`config.mk`:
```
export PLATFORM = sky130hd
export DESIGN_NAME = page_walker_flat
export DESIGN_NICKNAME = d
export VERILOG_FILES = /design/src/rtl/page_walker_pkg.sv /design/src/rtl/page_walker_if.sv /design/src/rtl/page_walker_pte_decode.sv /design/src/rtl/page_walker.sv /design/src/flat_wrapper.sv
export SDC_FILE = /design/constraint.sdc
export NUM_CORES = 1
export LEC_CHECK = 0
export CELL_PAD_IN_SITES_DETAIL_PLACEMENT = 2
export CELL_PAD_IN_SITES_GLOBAL_PLACEMENT = 2
export CORE_ASPECT_RATIO = 0.6
export CORE_MARGIN = 5
export CORE_UTILIZATION = 26
export DETAILED_ROUTE_END_ITERATION = 8
export PLACE_DENSITY = 0.82
export SLEW_MARGIN = 40
export SYNTH_ARGS = -nofsm -noshare
export SYNTH_HDL_FRONTEND = slang
export SYNTH_SLANG_ARGS = --single-unit
```
`constraint.sdc`:
```
create_clock -name clk -period 5.8 [get_ports clk]
set_input_delay 0.87 -clock clk [delete_from_list [all_inputs] [get_ports clk]]
set_output_delay 0.87 -clock clk [all_outputs]
set_load 0.005 [all_outputs]
```
`src/rtl/page_walker_pkg.sv`:
```
// page_walker_pkg
// Shared types and constants for the Sv39 page-table walker: FSM state
// encoding, PTE bit positions, page-size encodings and the response
// structure that feeds the TLB refill port.
// No ports (package). Optional feature macro used by this slice:
// PAGE_WALKER_SVNAPOT_EN (64K NAPOT leaf support in pte_decode).
package page_walker_pkg;

  // Width of the physical address driven on the PTE read port.
  localparam int PA_WIDTH = 56;

  // Sv39 PTE field positions.
  localparam int PTE_V       = 0;
  localparam int PTE_R       = 1;
  localparam int PTE_W       = 2;
  localparam int PTE_X       = 3;
  localparam int PTE_U       = 4;
  localparam int PTE_A       = 6;
  localparam int PTE_D       = 7;
  localparam int PTE_PPN_LSB = 10;
  localparam int PTE_PPN_MSB = 53;
  localparam int PTE_N       = 63;

  // Page-size encodings returned in page_walk_rsp.pgsize.
  typedef enum logic [1:0] {
    PGSIZE_1G  = 2'd0,
    PGSIZE_2M  = 2'd1,
    PGSIZE_4K  = 2'd2,
    PGSIZE_64K = 2'd3
  } pgsize_e;

  typedef enum logic [1:0] {
    IDLE  = 2'd0,
    CHECK = 2'd1,
    MEM   = 2'd2,
    DONE  = 2'd3
  } walk_state_t;

  typedef struct packed {
    logic [63:0] paddr;
    logic [1:0]  pgsize;
    logic        readable;
    logic        writable;
    logic        executable;
    logic        user;
    logic        dirty;
    logic        fault;
  } page_walk_rsp_t;

endpackage

```
`src/rtl/page_walker_if.sv`:
```
// page_walker_if
// Bundles the walker's request, PTE memory and response signals.
// master : the walker (drives ready, mem_req/mem_addr, response, replace)
// slave  : the TLB/memory side (drives req, req_va, satp_ppn, clear,
//          mem_ack, mem_data)
// Feature macro of this slice: PAGE_WALKER_SVNAPOT_EN (not used here).
interface page_walker_if;
  import page_walker_pkg::*;

  logic                req;
  logic [63:0]         req_va;
  logic [43:0]         satp_ppn;
  logic                clear;
  logic                ready;
  logic                mem_req;
  logic [PA_WIDTH-1:0] mem_addr;
  logic                mem_ack;
  logic [63:0]         mem_data;
  logic                rsp_valid;
  page_walk_rsp_t      page_walk_rsp;
  logic                replace;
  logic [63:0]         replace_va;

  modport master (
    input  req, req_va, satp_ppn, clear, mem_ack, mem_data,
    output ready, mem_req, mem_addr, rsp_valid, page_walk_rsp, replace, replace_va
  );

  modport slave (
    output req, req_va, satp_ppn, clear, mem_ack, mem_data,
    input  ready, mem_req, mem_addr, rsp_valid, page_walk_rsp, replace, replace_va
  );

endinterface

```
`src/rtl/page_walker_pte_decode.sv`:
```
// pte_decode
// Combinational Sv39 PTE classifier.
// Ports:
//   pte      in  64  PTE read from memory
//   level    in  2   walk level the PTE was fetched at (2, 1 or 0)
//   leaf     out 1   PTE is a leaf (R or X set)
//   fault    out 1   PTE terminates the walk with a page fault
//   next_ppn out 44  PPN field, used as the next table base for non-leaves
//   pgsize   out 2   page-size encoding (forced to 4K on fault)
// Macro PAGE_WALKER_SVNAPOT_EN: accept level-0 NAPOT leaves (N=1,
// PPN[3:0]=4'b1000) as 64K pages; without it any N=1 PTE faults.
module pte_decode
  import page_walker_pkg::*;
(
  input  logic [63:0] pte,
  input  logic [1:0]  level,
  output logic        leaf,
  output logic        fault,
  output logic [43:0] next_ppn,
  output logic [1:0]  pgsize
);

  logic        v;
  logic        r;
  logic        w;
  logic        x;
  logic        a;
  logic        n;
  logic [43:0] ppn;
  logic        misaligned;
  logic        unused_bits;

  // Bits the walker never interprets: reserved, RSW, G, and the U/D
  // permission bits which are forwarded by the top directly.
  assign unused_bits = ^{pte[62:54], pte[9:8], pte[PTE_D], pte[5], pte[PTE_U]};

  always_comb begin
    v          = pte[PTE_V];
    r          = pte[PTE_R];
    w          = pte[PTE_W];
    x          = pte[PTE_X];
    a          = pte[PTE_A];
    n          = pte[PTE_N];
    ppn        = pte[PTE_PPN_MSB:PTE_PPN_LSB];
    leaf       = r | x;
    next_ppn   = ppn;
    fault      = 1'b0;
    misaligned = ((level == 2'd2) && (ppn[17:0] != 18'd0)) ||
                 ((level == 2'd1) && (ppn[8:0] != 9'd0));

    case (level)
      2'd2:    pgsize = PGSIZE_1G;
      2'd1:    pgsize = PGSIZE_2M;
      default: pgsize = PGSIZE_4K;
    endcase

    // Invalid or write-without-read encodings fault regardless of level;
    // a pointer at the last level has nowhere left to go.
    if (!v || (!r && w)) begin
      fault = 1'b1;
    end else if (leaf) begin
      if (!a || misaligned) begin
        fault = 1'b1;
      end
    end else if (level == 2'd0) begin
      fault = 1'b1;
    end

`ifdef PAGE_WALKER_SVNAPOT_EN
    if (n) begin
      if (leaf && (level == 2'd0) && (ppn[3:0] == 4'b1000)) begin
        pgsize = PGSIZE_64K;
      end else begin
        fault = 1'b1;
      end
    end
`else
    if (n) begin
      fault = 1'b1;
    end
`endif

    if (fault) begin
      pgsize = PGSIZE_4K;
    end
  end

endmodule

```
`src/rtl/page_walker.sv`:
```
// page_walker
// Sv39 hardware page-table walker servicing one TLB miss at a time.
// Ports:
//   clk    in  clock
//   reset  in  synchronous, active-high reset
//   bus    page_walker_if.master: req/req_va/satp_ppn/clear/ready request
//          side, mem_req/mem_addr/mem_ack/mem_data PTE read port,
//          rsp_valid/page_walk_rsp/replace/replace_va TLB refill side.
// Macro PAGE_WALKER_SVNAPOT_EN: enables 64K NAPOT leaves (see pte_decode).
module page_walker
  import page_walker_pkg::*;
(
  input  logic          clk,
  input  logic          reset,
  page_walker_if.master bus
);

  walk_state_t    state;
  walk_state_t    state_n;
  logic [63:0]    va_q;
  logic [43:0]    ppn_q;
  logic [1:0]     level_q;
  logic [63:0]    pte_q;
  logic           pte_vld_q;
  logic           abort_q;
  page_walk_rsp_t rsp_q;
  page_walk_rsp_t rsp_n;

  logic           accept;
  logic           canonical;
  logic           mem_req;
  logic           ack_take;
  logic           load_rsp;
  logic           walk_next;
  logic           dec_leaf;
  logic           dec_fault;
  logic [43:0]    dec_ppn;
  logic [1:0]     dec_pgsize;
  logic [43:0]    walk_ppn;
  logic [1:0]     walk_level;
  logic [8:0]     walk_vpn;
  logic [55:0]    full_addr;

  // The PTE captured on mem_ack is decoded the following cycle; that
  // cycle either launches the next-level read or finishes the walk.
  pte_decode u_pte_decode (
    .pte      (pte_q),
    .level    (level_q),
    .leaf     (dec_leaf),
    .fault    (dec_fault),
    .next_ppn (dec_ppn),
    .pgsize   (dec_pgsize)
  );

  assign accept    = (state == IDLE) && bus.req && !bus.clear;
  assign canonical = (&va_q[63:38]) || !(|va_q[63:38]);
  assign walk_next = pte_vld_q && !dec_leaf && !dec_fault;
  assign ack_take  = mem_req && bus.mem_ack && !abort_q && !bus.clear;

  // In the decode cycle the next-level address comes straight from the
  // decoder so the read can go out one cycle after the ack; afterwards
  // the registered copies hold it stable until the ack.
  always_comb begin
    walk_ppn   = pte_vld_q ? dec_ppn : ppn_q;
    walk_level = pte_vld_q ? (level_q - 2'd1) : level_q;
    case (walk_level)
      2'd2:    walk_vpn = va_q[38:30];
      2'd1:    walk_vpn = va_q[29:21];
      default: walk_vpn = va_q[20:12];
    endcase
    full_addr = {walk_ppn, walk_vpn, 3'b000};
  end

  always_ff @(posedge clk) begin
    if (reset) begin
      state <= IDLE;
    end else begin
      state <= state_n;
    end
  end

  always_comb begin
    state_n  = state;
    mem_req  = 1'b0;
    load_rsp = 1'b0;
    rsp_n    = '0;
    case (state)
      IDLE: begin
        if (accept) begin
          state_n = CHECK;
        end
      end
      CHECK: begin
        if (bus.clear) begin
          state_n = IDLE;
        end else if (!canonical) begin
          state_n      = DONE;
          load_rsp     = 1'b1;
          rsp_n.pgsize = PGSIZE_4K;
          rsp_n.fault  = 1'b1;
        end else begin
          state_n = MEM;
        end
      end
      MEM: begin
        if (pte_vld_q) begin
          // Decode cycle: nothing is outstanding, so a clear can leave now.
          if (bus.clear) begin
            state_n = IDLE;
          end else if (walk_next) begin
            mem_req = 1'b1;
          end else begin
            state_n          = DONE;
            load_rsp         = 1'b1;
            rsp_n.paddr      = {8'd0, pte_q[PTE_PPN_MSB:PTE_PPN_LSB], 12'd0};
            rsp_n.pgsize     = dec_pgsize;
            rsp_n.readable   = pte_q[PTE_R] & ~dec_fault;
            rsp_n.writable   = pte_q[PTE_W] & ~dec_fault;
            rsp_n.executable = pte_q[PTE_X] & ~dec_fault;
            rsp_n.user       = pte_q[PTE_U] & ~dec_fault;
            rsp_n.dirty      = pte_q[PTE_D] & ~dec_fault;
            rsp_n.fault      = dec_fault;
          end
        end else begin
          // A read is outstanding; an abort only takes effect at its ack.
          mem_req = 1'b1;
          if (bus.mem_ack && (abort_q || bus.clear)) begin
            state_n = IDLE;
          end
        end
      end
      DONE: begin
        state_n = IDLE;
      end
      default: begin
        state_n = IDLE;
      end
    endcase
  end

  always_ff @(posedge clk) begin
    if (reset) begin
      va_q      <= '0;
      ppn_q     <= '0;
      level_q   <= '0;
      pte_q     <= '0;
      pte_vld_q <= 1'b0;
      abort_q   <= 1'b0;
      rsp_q     <= '0;
    end else begin
      if (accept) begin
        va_q    <= bus.req_va;
        ppn_q   <= bus.satp_ppn;
        level_q <= 2'd2;
      end else if (walk_next) begin
        ppn_q   <= dec_ppn;
        level_q <= level_q - 2'd1;
      end
      pte_vld_q <= ack_take;
      if (ack_take) begin
        pte_q <= bus.mem_data;
      end
      // The abort flag remembers a clear seen while a read is in flight.
      abort_q <= (state_n != IDLE) && (abort_q || ((state == MEM) && bus.clear));
      if (load_rsp) begin
        rsp_q <= rsp_n;
      end
    end
  end

  assign bus.ready         = (state == IDLE);
  assign bus.mem_req       = mem_req;
  assign bus.mem_addr      = full_addr[PA_WIDTH-1:0];
  assign bus.rsp_valid     = (state == DONE) && !bus.clear;
  assign bus.replace       = bus.rsp_valid && !rsp_q.fault;
  assign bus.page_walk_rsp = rsp_q;
  assign bus.replace_va    = va_q;

endmodule
```
`src/flat_wrapper.sv`:
```
// flat-port wrapper written by rule: the top's interface ports become plain ports
module page_walker_flat import page_walker_pkg::*;
  (clk, reset, bus_req, bus_req_va, bus_satp_ppn, bus_clear, bus_mem_ack, bus_mem_data, bus_ready, bus_mem_req, bus_mem_addr, bus_rsp_valid, bus_page_walk_rsp, bus_replace, bus_replace_va);
  page_walker_if bus_i ();
  input  logic clk;
  input  logic reset;
  input wire logic [$bits(bus_i.req)-1:0] bus_req;
  input wire logic [$bits(bus_i.req_va)-1:0] bus_req_va;
  input wire logic [$bits(bus_i.satp_ppn)-1:0] bus_satp_ppn;
  input wire logic [$bits(bus_i.clear)-1:0] bus_clear;
  input wire logic [$bits(bus_i.mem_ack)-1:0] bus_mem_ack;
  input wire logic [$bits(bus_i.mem_data)-1:0] bus_mem_data;
  output wire logic [$bits(bus_i.ready)-1:0] bus_ready;
  output wire logic [$bits(bus_i.mem_req)-1:0] bus_mem_req;
  output wire logic [$bits(bus_i.mem_addr)-1:0] bus_mem_addr;
  output wire logic [$bits(bus_i.rsp_valid)-1:0] bus_rsp_valid;
  output wire logic [$bits(bus_i.page_walk_rsp)-1:0] bus_page_walk_rsp;
  output wire logic [$bits(bus_i.replace)-1:0] bus_replace;
  output wire logic [$bits(bus_i.replace_va)-1:0] bus_replace_va;
  assign bus_i.req = bus_req;
  assign bus_i.req_va = bus_req_va;
  assign bus_i.satp_ppn = bus_satp_ppn;
  assign bus_i.clear = bus_clear;
  assign bus_i.mem_ack = bus_mem_ack;
  assign bus_i.mem_data = bus_mem_data;
  assign bus_ready = bus_i.ready;
  assign bus_mem_req = bus_i.mem_req;
  assign bus_mem_addr = bus_i.mem_addr;
  assign bus_rsp_valid = bus_i.rsp_valid;
  assign bus_page_walk_rsp = bus_i.page_walk_rsp;
  assign bus_replace = bus_i.replace;
  assign bus_replace_va = bus_i.replace_va;
  page_walker u_core (.clk(clk), .reset(reset), .bus(bus_i));
endmodule
```
# --- Word level (Yosys, flattened, before mapping) ---
# Cells that the tools add are included.
op_classes:
  mux: 41
  addsub: 1
  bitwise_logic: 7
  n_eq_ne: 7
  n_reduce_logical: 39
op_table:
  columns: ["op", "count"]
  rows:
  - ["2-to-1 mux 72 bit", 2]
  - ["2-to-1 mux 44 bit", 3]
  - ["2-to-1 mux 64 bit", 2]
  - ["AND reduction 26 bit", 1]
  - ["OR reduction 26 bit", 1]
  - ["2-to-1 mux 2 bit", 12]
  - ["case mux 9 bit (2 select lines)", 1]
  - ["nonzero test 18 bit", 1]
  - ["logical AND 1 bit", 15]
  - ["2-to-1 mux 1 bit", 15]
  - ["zero test 1 bit", 9]
  - ["nonzero test 9 bit", 1]
  - ["equality test 2 bit (second input constant)", 4]
  - ["case mux 2 bit (2 select lines)", 2]
  - ["case mux 2 bit (4 select lines)", 1]
  - ["equality test 2 x 1 -> 1 bit (second input constant)", 3]
  - ["logical OR 1 bit", 6]
  - ["AND 1 bit", 5]
  - ["2-to-1 mux 5 bit", 1]
  - ["zero test 2 bit", 2]
  - ["case mux 1 bit (2 select lines)", 2]
  - ["nonzero test 2 bit", 2]
  - ["OR reduction 2 bit", 1]
  - ["subtractor 2 x 1 -> 2 bit (second input constant)", 1]
  - ["2 further kinds", 2]
word_totals:
  out_inout_bits: 196
  register_bits: 250

# --- Depth between registers and ports, before layout ---
depth:
  ltp_word: 17
  ltp_mapped: 10

# --- By module ---
# From an unflattened synthesis, not the netlist that was laid out.
hier_totals:
  hier_cells: 1186
  hier_area_um2: 10307.4
modules_own_cells:
  columns: ["mod", "seq_area_each_um2", "n_inst", "cells_each", "area_each_um2"]
  rows:
  - ["page_walker", 4604.4, 1, 1117, 9795.6]
  - ["pte_decode", 0.0, 1, 69, 511.7]

# --- Worst setup path before layout ---
# OpenSTA, ideal clock, no wires.
synth_path:
  path_kind: "flip-flop to output port"
  startpoint: "reg u_core.pte_vld_q"
  endpoint: "out bus_mem_addr[10]"
  setup_slack_ns: 2.697
  n_path_buf: 5
  required_time_ns: 4.930
  t_arrival_ns: 2.233
  path_stages_with_launch: 11
  cell_sequence: "dfxtp_1 buf_4 clkbuf_1 buf_1 nor2_1 a21o_1 ha_1 clkbuf_1 clkbuf_1 nand2_1 o21ai_0"
synth_via:
  elab_chain_len: 3
  elab_cells_between_ends: 4
  cone_classes: "2 x eq/ne; 2 x mux"
synth_rtl:
  columns: ["item", "line_no", "rtl"]
  rows:
  - ["from (decl)", "page_walker.sv:24", "logic pte_vld_q;"]
  - ["from (signal assigned)", "page_walker.sv:159", "pte_vld_q <= ack_take;"]
  - ["2-to-1 mux 2 bit (*)", "page_walker.sv:65", "walk_level = pte_vld_q ? (level_q - 2'd1) : level_q;"]
  - ["equality test 2 x 1 -> 1 bit / equality test 2 bit (equally long branches)", "page_walker.sv:66", "case (walk_level)"]
  - ["case mux 9 bit (2 select lines) (*)", "page_walker.sv:66", null]
  - ["to (decl)", "flat_wrapper.sv:15", "output wire logic [$bits(bus_i.mem_addr)-1:0] bus_mem_addr;"]
# Mark *: on every way between the ends. The rest lies on a longest branch, timed or not.

# --- Worst setup path in the final report ---
layout_path:
  startpoint: "reg u_core.level_q[0]"
  endpoint: "out bus_mem_addr[11]"
layout_via:
  elab_chain_len: 4
  elab_cells_between_ends: 5
  cone_classes: "1 x add/sub; 2 x eq/ne; 2 x mux"
layout_rtl:
  columns: ["item", "line_no", "rtl"]
  rows:
  - ["from (decl)", "page_walker.sv:22", "logic [1:0] level_q;"]
  - ["from (signal assigned)", "page_walker.sv:157", "level_q <= level_q - 2'd1;"]
  - ["subtractor 2 x 1 -> 2 bit", "page_walker.sv:65", null]
  - ["2-to-1 mux 2 bit (*)", "page_walker.sv:65", null]
  - ["equality test 2 x 1 -> 1 bit / equality test 2 bit (equally long branches)", "page_walker.sv:66", null]
  - ["case mux 9 bit (2 select lines) (*)", "page_walker.sv:66", null]
# Marked as above.

==> results.md <==
Floorplan:
- The die boundary height is 156 um.
- The initialized floorplan defines 53 standard-cell rows.
- The initial utilization of the core area, before any placement, comes to 26.3%.
- 373 I/O pins were placed.
- The core area is 34900 um^2.
- The die area is 39300 um^2.
- The overall die width is 253 um.

Critical path:
- Of all nets on the critical path, the largest fanout is 9.
- STA puts the critical path data arrival time at 3.08 ns.
- The type of the worst setup path is flop to output port.
- Across all register-to-register paths, the minimum setup slack is 2.64 ns.
- STA classifies the critical path endpoint as an output port.
- At the worst endpoint, the required time is 4.93 ns.
- The startpoint type of the worst setup path is a flop.

Job:
- The tool flagged a number of max-cap violations equal to 0.

Cells and area:
- The count of antenna diodes in the layout is 0.
- The layout-stage area growth over the synthesis result is 48.6%.
- The combined area of the multi-input logic cells is 4350 um^2.
- The area occupied by registers is 4370 um^2.
- In the layout the commonest cells are sky130_fd_sc_hd__clkdlybuf4s50_1 (336), sky130_fd_sc_hd__nand2_1 (245), sky130_fd_sc_hd__dfxtp_1 (217).
- After filler insertion, the fill cell instance count of the layout stands at 3790.
- After the last flow step, the layout net total stands at 1520.
- The share of layout cells above drive strength 1 is 8.07%.
- The library cell used most frequently in the layout, excluding fill and tap cells, is sky130_fd_sc_hd__clkdlybuf4s50_1.

Pwr:
- Combinational logic is responsible for 11.9% of the overall power.
- For this design the total switching power over the nets is 890 uW.
- The sequential fraction of design power is 43.6%.
- The total internal power is 2730 uW.
- Dividing total power by cell area gives a power density of 265 nW/um^2.
- The clock network is responsible for 44.4% of the overall power.
- The reported leakage power is 0.00512 uW.
- Across the VDD grid, the largest voltage drop is 0.183 mV.
- The switching portion of total power is 24.6%.

STA:
- The tightest hold path in the finished design has a slack of 0.457 ns.
- The post-route worst setup slack is 1.85 ns.
- On the final layout, the worst clock skew is 0.0144 ns.
- Summed over all failing endpoints, the final setup total negative slack is 0 ns.
- The final number of hold-violating endpoints is 0.
- Setup repair after global routing left no endpoint under its margin.
- The tightest slew margin relative to the limit is 46.4%.
- The time the final worst path needs with I/O delays and setup is 3.95 ns.
- For the pin with the worst max-slew slack, the measured transition is 0.805 ns.
- The post-route fraction of the period consumed by the critical path is 68.0%.
- Setup violations remaining at the end of the flow were counted as 0.
- The number of slew-limit violations in the final report is 0.
- The maximum clock rate is 253 MHz.

Outcome:
- The run finished with clean final reports.

Clock tree:
- The number of setup buffers added after CTS is 0.
- The post-cts hold buffer count is 0.
- The clock net in this run drives a total of 218 sinks.
- TritonCTS built the clock tree.
- Clock latency on the worst-skew pair, taken at its later pin, is 0.53 ns.
- Post-CTS repair changed the size of 0 cells.
- The CTS buffer count is 24.
- The tree is rooted in a sky130_fd_sc_hd__clkbuf_16.
- Clock-pin slew was measured on the worst setup and hold paths at 0.06 ns.
- The maximum level of the CTS H-tree is 1.
- The clock passes through at most 3 buffers.

Yosys:
- The number of different library cells used by synthesis comes to 49.
- The number of enable flip-flop cells after synthesis is 0.
- Counting every instance in the synthesized netlist gives 1037.
- The post-synthesis area per instance is 8.86 um^2.
- In this run the cell area of the synthesized design comes to 9190 um^2.
- For this run, the leading register cell type out of synthesis is sky130_fd_sc_hd__dfxtp_1.
- The share of synthesized area occupied by flip-flops and latches is 47.5%.
- Yosys printed 0 warnings.
- The post-synthesis sequential element count is 218.
- Counting flops with an async set or reset pin after synthesis yields a share of 0%.

Placement:
- The worst slack after detailed placement is 2.36 ns.
- The last weighted congestion value of the routability-driven placer is 0.813.
- The number of input and output port buffers inserted is 337.
- The HPWL after detailed placement is 27.2 mm.

GRT:
- The via count of the first global-routing pass is 9598.
- The wire length of the first global-routing pass is 58.8 mm.
- The largest net degree at the start of global routing is 74.
- Global routing consumed, over all layers together, 18.8% of the routing resources.
- The initial antenna violation count is 1.
- Summed over all layers, the global routing overflow is 0.

Drt:
- The total vias in the final route is 8714.
- The wire length after detailed routing is 39.0 mm.
- The number of detailed-routing iterations run before antenna repair is 4.
- In this run, the number of DRC markers left after iteration 0 of detailed routing was 384.
- In the routed layout, each cell is associated on average with a via count of 4.79.
- After detailed routing, the average wire length per cell comes to 21.5 um.
- The number of antenna-violating nets in the routed design is 0.
- The number of remaining DRC errors is 0.

Min path:
- The tightest min-delay check is of the flop to flop type.
power by group through the flow:
stage | clock network (uW) | logic [uW] | registers, uW
floorplan | 0 | 172 | 1610
detailed placement | 0 | 435 | 1610
finish | 1610 | 433 | 1580
CTS | 1670 | 439 | 1580
global placement | 0 | 420 | 1610
global route | 1730 | 467 | 1590
state kept, by name, summed over array words and instances (netlist names):
register and count:
u_core.abort_q 1, u_core.bus.page_walk_rsp 52, u_core.bus.replace_va 64, u_core.level_q 2
u_core.ppn_q 44, u_core.pte_q 52, u_core.pte_vld_q 1, u_core.state 2
stage by stage:
stage                     instances  total power (uW)  utilization (%)  instance area [um^2]
after floorplan                1059              1780                -                  9270
after global placement         1772              2030             36.6                 12800
after detailed placement       1774              2050             36.8                 12800
after CTS                      1818              3690             39.1                 13700
after global routing           1818              3790             39.1                 13700
final                          1818              3620             39.1                 13700
kinds of logic (layout without fill, tap and decap cells):
kind of cell / Yosys count / count (layout) / synth area share, %
and+or+nand+nor: 351 / 351 / 16.0
AOI/OAI and AO/OA: 248 / 248 / 17.8
buffers and inverters: 114 / 406 / 6.41
adders and majority gates: 10 / 10 / 1.36
DFF: 218 / 218 / 47.5
xor gates and xnor gates: 2 / 2 / 0.191
muxes: 93 / 93 / 10.7
other: 1 / 23 / 0.0408
routing by layer:
| layer | vias up | wire [um] | track usage, % |
|---|---|---|---|
| met3 | 42 | 2000 | 4.57 |
| li1 | 4151 | - | - |
| met2 | 180 | 18500 | 31.6 |
| met4 | 2 | 720 | 3.52 |
| met1 | 4339 | 17800 | 24.9 |
| met5 | - | 20 | 0 |
cell type report:
| class | instances | share of cell area [%] |
|---|---|---|
| repair buffers | 350 | 25.6 |
| well taps | 467 | 4.28 |
| flip-flops and latches | 218 | 32.0 |
| inverters | 12 | 0.330 |
| clock buffers | 34 | 5.19 |
| clock inverters | 10 | 0.797 |
| multi-input cells | 727 | 31.8 |
critical path, stage by stage (launching register included):
cell	delay (ns)
sky130_fd_sc_hd__dfxtp_1	0.42
sky130_fd_sc_hd__inv_1	0.12
sky130_fd_sc_hd__ha_1	0.35
sky130_fd_sc_hd__a21o_1	0.23
sky130_fd_sc_hd__inv_1	0.07
sky130_fd_sc_hd__ha_1	0.40
sky130_fd_sc_hd__a22oi_1	0.20
sky130_fd_sc_hd__o21ai_0	0.21
sky130_fd_sc_hd__clkdlybuf4s50_1	0.55
synthesized netlist by cell type, types with 10 or more instances:
master	count	area share, %
sky130_fd_sc_hd__nor2_1	55	2.2
sky130_fd_sc_hd__clkbuf_1	59	2.4
sky130_fd_sc_hd__dfxtp_1	218	47
sky130_fd_sc_hd__mux2i_1	49	5.3
sky130_fd_sc_hd__buf_4	24	2.0
sky130_fd_sc_hd__ha_1	10	1.4
sky130_fd_sc_hd__a21oi_1	122	6.6
sky130_fd_sc_hd__a22o_1	44	4.2
sky130_fd_sc_hd__mux2_2	44	5.4
sky130_fd_sc_hd__inv_1	12	0.49
sky130_fd_sc_hd__a211oi_1	45	3.7
sky130_fd_sc_hd__nand2_1	245	10
sky130_fd_sc_hd__o21ai_0	13	0.71
final timing paths:
| kind | startpoint | end | cells past startpoint |
|---|---|---|---|
| max reg2reg | u_core.pte_vld_q | u_core.pte_q[7] | 7 |
| max | u_core.level_q[0] | bus_mem_addr[11] | 8 |
| min | u_core.pte_q[63] | u_core.pte_q[63] | 2 |
| min reg2reg | u_core.pte_q[63] | u_core.pte_q[63] | 2 |
Note: power is estimated with default switching activity, not from simulation.
